--- src/rtl/spi_pkg.sv ---
// Shared SPI types for the bridge: state encoding, default word width and a
// counter-width helper.
package spi_pkg;

    localparam int SPI_DATA_W = 8;

    typedef enum logic [2:0] {
        IDLE,
        SETUP,
        SHIFT,
        HOLD,
        GAP
    } spi_state_e;

    // Width of a down-counter that must hold values 0..n-1.
    function automatic int spi_cnt_w(input int n);
        return (n > 1) ? $clog2(n) : 1;
    endfunction

endpackage

--- src/rtl/spi_clk_div.sv ---
// sclk half-period divider: emits a one-cycle tick every CLK_DIV enabled
// cycles, restarting from a full period whenever clr_i is asserted.
module spi_clk_div
    import spi_pkg::*;
#(
    parameter int CLK_DIV = 2
) (
    input  logic rd_clk_i,
    input  logic rd_rst_i,
    input  logic clr_i,
    input  logic en_i,
    output logic tick_o
);

    localparam int CW = spi_cnt_w(CLK_DIV);
    localparam logic [CW-1:0] RELOAD = CW'(CLK_DIV - 1);

    logic [CW-1:0] cnt_q;

    assign tick_o = en_i && (cnt_q == '0);

    always_ff @(posedge rd_clk_i) begin
        if (rd_rst_i || clr_i) begin
            cnt_q <= RELOAD;
        end else if (en_i) begin
            if (cnt_q == '0) cnt_q <= RELOAD;
            else             cnt_q <= cnt_q - 1'b1;
        end
    end

endmodule

--- src/rtl/spi_master.sv ---
// Mode-0 transmit SPI master fed by a FWFT FIFO. Define SPI_MASTER_BURST_EN
// to chain queued words inside one cs_n frame instead of framing each word.
//   state | meaning
//   IDLE  | cs_n high, waiting for a FIFO word
//   SETUP | cs_n low, MSB on mosi, CS_SETUP cycles before the first low half
//   SHIFT | sclk toggling, one bit per period
//   HOLD  | sclk low, cs_n still low for CS_HOLD cycles
//   GAP   | cs_n high for CS_HOLD cycles before the next word may start
module spi_master
    import spi_pkg::*;
#(
    parameter int DATA_W   = SPI_DATA_W,
    parameter int CLK_DIV  = 2,
    parameter int CS_SETUP = 2,
    parameter int CS_HOLD  = 2
) (
    input  logic              rd_clk,
    input  logic              rd_rst,
    input  logic              rd_empty,
    input  logic [DATA_W-1:0] tx_data,
    output logic              rd_en,
    output logic              sclk,
    output logic              cs_n,
    output logic              mosi,
    output logic              busy,
    output logic              done
);

    localparam int TMAX = (CS_SETUP > CS_HOLD) ? CS_SETUP : CS_HOLD;
    localparam int TW   = spi_cnt_w(TMAX);
    localparam int BW   = spi_cnt_w(DATA_W + 1);

    localparam logic [TW-1:0] SETUP_LD = TW'(CS_SETUP - 1);
    localparam logic [TW-1:0] HOLD_LD  = TW'(CS_HOLD - 1);
    localparam logic [BW-1:0] BIT_LD   = BW'(DATA_W);

    spi_state_e        state_q;
    logic [TW-1:0]     tmr_q;
    logic [BW-1:0]     bit_q;
    logic [DATA_W-1:0] shreg_q;
    logic              sclk_q;
    logic              cs_n_q;
    logic              rd_en_q;
    logic              busy_q;
    logic              done_q;

    logic div_clr;
    logic div_en;
    logic tick;

    // Restart the divider on SHIFT entry so every word opens with a full low half.
    assign div_clr = (state_q == SETUP) && (tmr_q == '0);
    assign div_en  = (state_q == SHIFT);

    spi_clk_div #(
        .CLK_DIV (CLK_DIV)
    ) u_clk_div (
        .rd_clk_i (rd_clk),
        .rd_rst_i (rd_rst),
        .clr_i    (div_clr),
        .en_i     (div_en),
        .tick_o   (tick)
    );

    always_ff @(posedge rd_clk) begin
        if (rd_rst) begin
            state_q <= IDLE;
            tmr_q   <= '0;
            bit_q   <= '0;
            shreg_q <= '0;
            sclk_q  <= 1'b0;
            cs_n_q  <= 1'b1;
            rd_en_q <= 1'b0;
            busy_q  <= 1'b0;
            done_q  <= 1'b0;
        end else begin
            rd_en_q <= 1'b0;
            done_q  <= 1'b0;
            unique case (state_q)
                IDLE: begin
                    if (!rd_empty) begin
                        rd_en_q <= 1'b1;
                        shreg_q <= tx_data;
                        cs_n_q  <= 1'b0;
                        busy_q  <= 1'b1;
                        tmr_q   <= SETUP_LD;
                        state_q <= SETUP;
                    end
                end
                SETUP: begin
                    if (tmr_q == '0) begin
                        bit_q   <= BIT_LD;
                        state_q <= SHIFT;
                    end else begin
                        tmr_q <= tmr_q - 1'b1;
                    end
                end
                SHIFT: begin
                    if (tick) begin
                        if (!sclk_q) begin
                            sclk_q <= 1'b1;
                            bit_q  <= bit_q - 1'b1;
                        end else begin
                            sclk_q <= 1'b0;
                            if (bit_q == '0) begin
                                done_q <= 1'b1;
`ifdef SPI_MASTER_BURST_EN
                                if (!rd_empty) begin
                                    rd_en_q <= 1'b1;
                                    shreg_q <= tx_data;
                                    bit_q   <= BIT_LD;
                                end else begin
                                    tmr_q   <= HOLD_LD;
                                    state_q <= HOLD;
                                end
`else
                                tmr_q   <= HOLD_LD;
                                state_q <= HOLD;
`endif
                            end else begin
                                shreg_q <= shreg_q << 1;
                            end
                        end
                    end
                end
                HOLD: begin
                    if (tmr_q == '0) begin
                        cs_n_q  <= 1'b1;
                        shreg_q <= '0;
                        tmr_q   <= HOLD_LD;
                        state_q <= GAP;
                    end else begin
                        tmr_q <= tmr_q - 1'b1;
                    end
                end
                GAP: begin
                    if (tmr_q == '0) begin
                        busy_q  <= 1'b0;
                        state_q <= IDLE;
                    end else begin
                        tmr_q <= tmr_q - 1'b1;
                    end
                end
                default: state_q <= IDLE;
            endcase
        end
    end

    // mosi is the shift register MSB, so it only moves on falling ticks or frame end.
    assign mosi  = shreg_q[DATA_W-1];
    assign sclk  = sclk_q;
    assign cs_n  = cs_n_q;
    assign rd_en = rd_en_q;
    assign busy  = busy_q;
    assign done  = done_q;

endmodule

--- config.mk ---
export PLATFORM = sky130hd
export DESIGN_NAME = spi_master
export DESIGN_NICKNAME = d
export VERILOG_FILES = /design/src/rtl/spi_pkg.sv /design/src/rtl/spi_clk_div.sv /design/src/rtl/spi_master.sv
export SDC_FILE = /design/constraint.sdc
export NUM_CORES = 1
export LEC_CHECK = 0
export ABC_AREA = 1
export BUFFER_PORTS_ARGS = -buffer_cell sky130_fd_sc_hd__buf_2
export CAP_MARGIN = 25
export CORE_MARGIN = 1.5
export CORE_UTILIZATION = 50
export DETAILED_ROUTE_END_ITERATION = 10
export PLACE_DENSITY = 0.73
export SYNTH_ARGS = -nofsm -noshare
export SYNTH_HDL_FRONTEND = slang
export SYNTH_HIERARCHICAL = 1
export SYNTH_SLANG_ARGS = --single-unit
export TNS_END_PERCENT = 10
--- constraint.sdc ---
create_clock -name rd_clk -period 1.9 [get_ports rd_clk]
set_clock_uncertainty 0.15 [all_clocks]
set_input_delay 0.38 -clock rd_clk [delete_from_list [all_inputs] [get_ports rd_clk]]
set_output_delay 0.38 -clock rd_clk [all_outputs]
set_load 0.1 [all_outputs]
==> results.json <==
{
  "status": "finished, final reports clean",
  "crit_buf_inv": 4,
  "setup-tns-final_ps": 0,
  "synth-seq-area-share": 0.3441,
  "htree_levels": 1,
  "ctsResizeCount": 0,
  "slowest_delay_ps": 370,
  "start_util": 0.5214,
  "top_layer": "met3",
  "worstPathCellList": "inv_2, nand2_4, nor2_4, nand2_1, inv_1, inv_1, nand2_2, nand2_2, nor2_4, buf_4, nand3_1, nand2_1, nor2_1",
  "drtIter0Drc": 22,
  "hold_viol_final": 0,
  "drive_gt1_frac": 0.3073,
  "fmax_mhz": 561.8,
  "r2r_slack_ps": 120,
  "gp_congestion": 0.9497,
  "seqPwrFrac": 0.262,
  "hold_buffers": 0,
  "dieArea_um2": 2872,
  "cp-end-kind": "register",
  "wl_per_cell_um": 11.68,
  "syn_area_um2": 1280,
  "cts_root_buf": "clkbuf_4",
  "period_needed_ps": 1780,
  "rsz0062_at_grt": "false",
  "setup_ws_ps": 120.2,
  "fin_nets": 206,
  "clkTransAtPathRegs_ps": 140,
  "hold_class": "in -> reg",
  "timing.hold.ws_ps": 218.3,
  "synthDistinctLibCells": 27,
  "slew_headroom": 0.6799,
  "required_ps": 1970,
  "arrival_ps": 1850,
  "p_sw_frac": 0.5099,
  "cap_violations": 0,
  "dpl.hpwl_um": 1846,
  "worstSetupPathType": "reg -> reg",
  "chipHeight_um": 53.60,
  "rows": 18,
  "syn_to_final_growth_pct": 12.32,
  "ant_nets": 0,
  "internal-power_mw": 1.364,
  "ir_worst_vdd_mv": 1.420,
  "n_antenna_cell": 0,
  "coreArea_um2": 2455,
  "cp-start-kind": "register",
  "post_cts_buffers": 0,
  "first_global_vias": 940,
  "yosysWarnings": 6,
  "grt_antenna_before_repair": 0,
  "vias": 1155,
  "grt_pass1_wl_um": 4008,
  "vias_per_cell": 5.203,
  "cts_buffer_depth": 2,
  "worstMarginPinSlew_ps": 483.4,
  "p_leak_nw": 0.6711,
  "place_ws_ps": 64.49,
  "cts_sinks": 22,
  "drc": 0,
  "ys_ff_latch": 22,
  "stdcell_area_um2": 1438,
  "wl_met2_um": 1163,
  "multi_input_area_um2": 699.4,
  "synth_fp_nets": 183,
  "n_fill_cell": 228,
  "regArea_um2": 441.7,
  "clkPwrFrac": 0.096,
  "grt_use_total": 0.1903,
  "ioPinCount": 17,
  "power_density_nw_per_um2": 1935,
  "m1WireLength_um": 1336,
  "cts_buffers": 3,
  "die_x_um": 53.60,
  "grt_overflow": 0,
  "drt_first_pass_iters": 4,
  "grt_start_max_net_pins": 17,
  "wl_met3_um": 94,
  "combPwrFrac": 0.642,
  "critical-path-top-delay-family": "simple AND/OR/NAND/NOR gates",
  "drv_slew": 0,
  "syn_inst": 170,
  "slowest_stage": "dfxtp_1",
  "switching_power_mw": 1.419,
  "finalSetupViolCount": 0,
  "syn_area_per_cell_um2": 7.529,
  "place_area_um2": 1364,
  "wl_um": 2593,
  "io_buffers": 16,
  "layout_worst_path_cycle_share": 0.9368,
  "clkLatencyLatePin_ps": 320,
  "final_core_util": 0.5856,
  "crit_fanout": 7,
  "cts_tree": "built"
}
power groups by stage:
stage | registers, mW | clock network [mW] | logic (mW)
2_1_floorplan | 0.988 | 0 | 1.21
3_3_place_gp | 0.731 | 0 | 1.59
3_5_place_dp | 0.737 | 0 | 1.62
4_1_cts | 0.726 | 0.273 | 1.62
5_1_grt | 0.743 | 0.286 | 1.97
6_report | 0.729 | 0.268 | 1.79
Yosys cell counts, drive strengths merged:
cell type | number | area [µm²]
dfxtp | 22 | 440.4
clkbuf | 2 | 7.510
nand2 | 38 | 157.7
ha | 2 | 25.02
a21oi | 17 | 115.1
nand4 | 3 | 18.77
a22oi | 7 | 52.55
buf | 4 | 62.56
nor3 | 2 | 21.27
nor2 | 26 | 132.6
nand3 | 25 | 150.1
inv | 17 | 66.32
nand3b | 1 | 7.510
xnor2 | 1 | 8.760
o21ai | 2 | 10.01
clkinv | 1 | 3.750
logic make-up (layout without fill, tap and decap cells):
group / Yosys count / count (layout) / share of synthesized area
fa+ha+maj: 2 / 2 / 0.01955
compound gates: 26 / 26 / 0.1388
flops: 22 / 22 / 0.3441
buf+inv: 24 / 46 / 0.1095
xor+xnor: 1 / 1 / 0.006844
simple gates: 95 / 95 / 0.3812
layer usage:
layer,global-route usage,vias up
met4,0.02564,0
met3,0.05833,0
met5,0,-
li1,-,601
met2,0.2881,23
met1,0.2718,531
state kept, by name, indices dropped and copies added (netlist names):
| name | count |
|---|---|
| shreg_q | 8 |
| state_q | 3 |
| u_clk_div/cnt_q | 1 |
| tmr_q | 1 |
| rd_en | 1 |
| done | 1 |
| cs_n | 1 |
| busy | 1 |
| sclk | 1 |
| bit_q | 4 |
area by class of cell:
cell class                      instances  area share
Clock buffer                            4     0.02524
Inverter                               18     0.04874
Multi-Input combinational cell        124      0.4865
Sequential cell                        22      0.3072
Tap cell                               30     0.02611
Timing Repair Buffer                   24      0.1062
per-stage QoR:
| step | total power [mW] | instances |
|---|---|---|
| 3_3_place_gp | 2.325 | 213 |
| 4_1_cts | 2.622 | 217 |
| 3_5_place_dp | 2.353 | 213 |
| 2_1_floorplan | 2.199 | 170 |
| 5_1_grt | 2.996 | 222 |
| 6_report | 2.782 | 222 |
worst paths after layout:
| kind | startpoint | end | depth (start not counted) |
|---|---|---|---|
| max | state_q[2] | shreg_q[0] | 13 |
| min | rd_rst | bit_q[3] | 2 |
| max reg2reg | state_q[2] | shreg_q[0] | 13 |
| min reg2reg | busy | busy | 2 |
placed cells by master, fill, tap and decap left out, drive strengths merged:
cell	synthesis	final
nand2	38	38
nor2	26	26
nand3	25	25
buf	4	24
dfxtp	22	22
inv	17	17
a21oi	17	17
a22oi	7	7
clkbuf	2	4
nand4	3	3
o21ai	2	2
ha	2	2
nor3	2	2
clkinv	1	1
xnor2	1	1
nand3b	1	1
No activity file was read; power rests on OpenSTA's default activity.
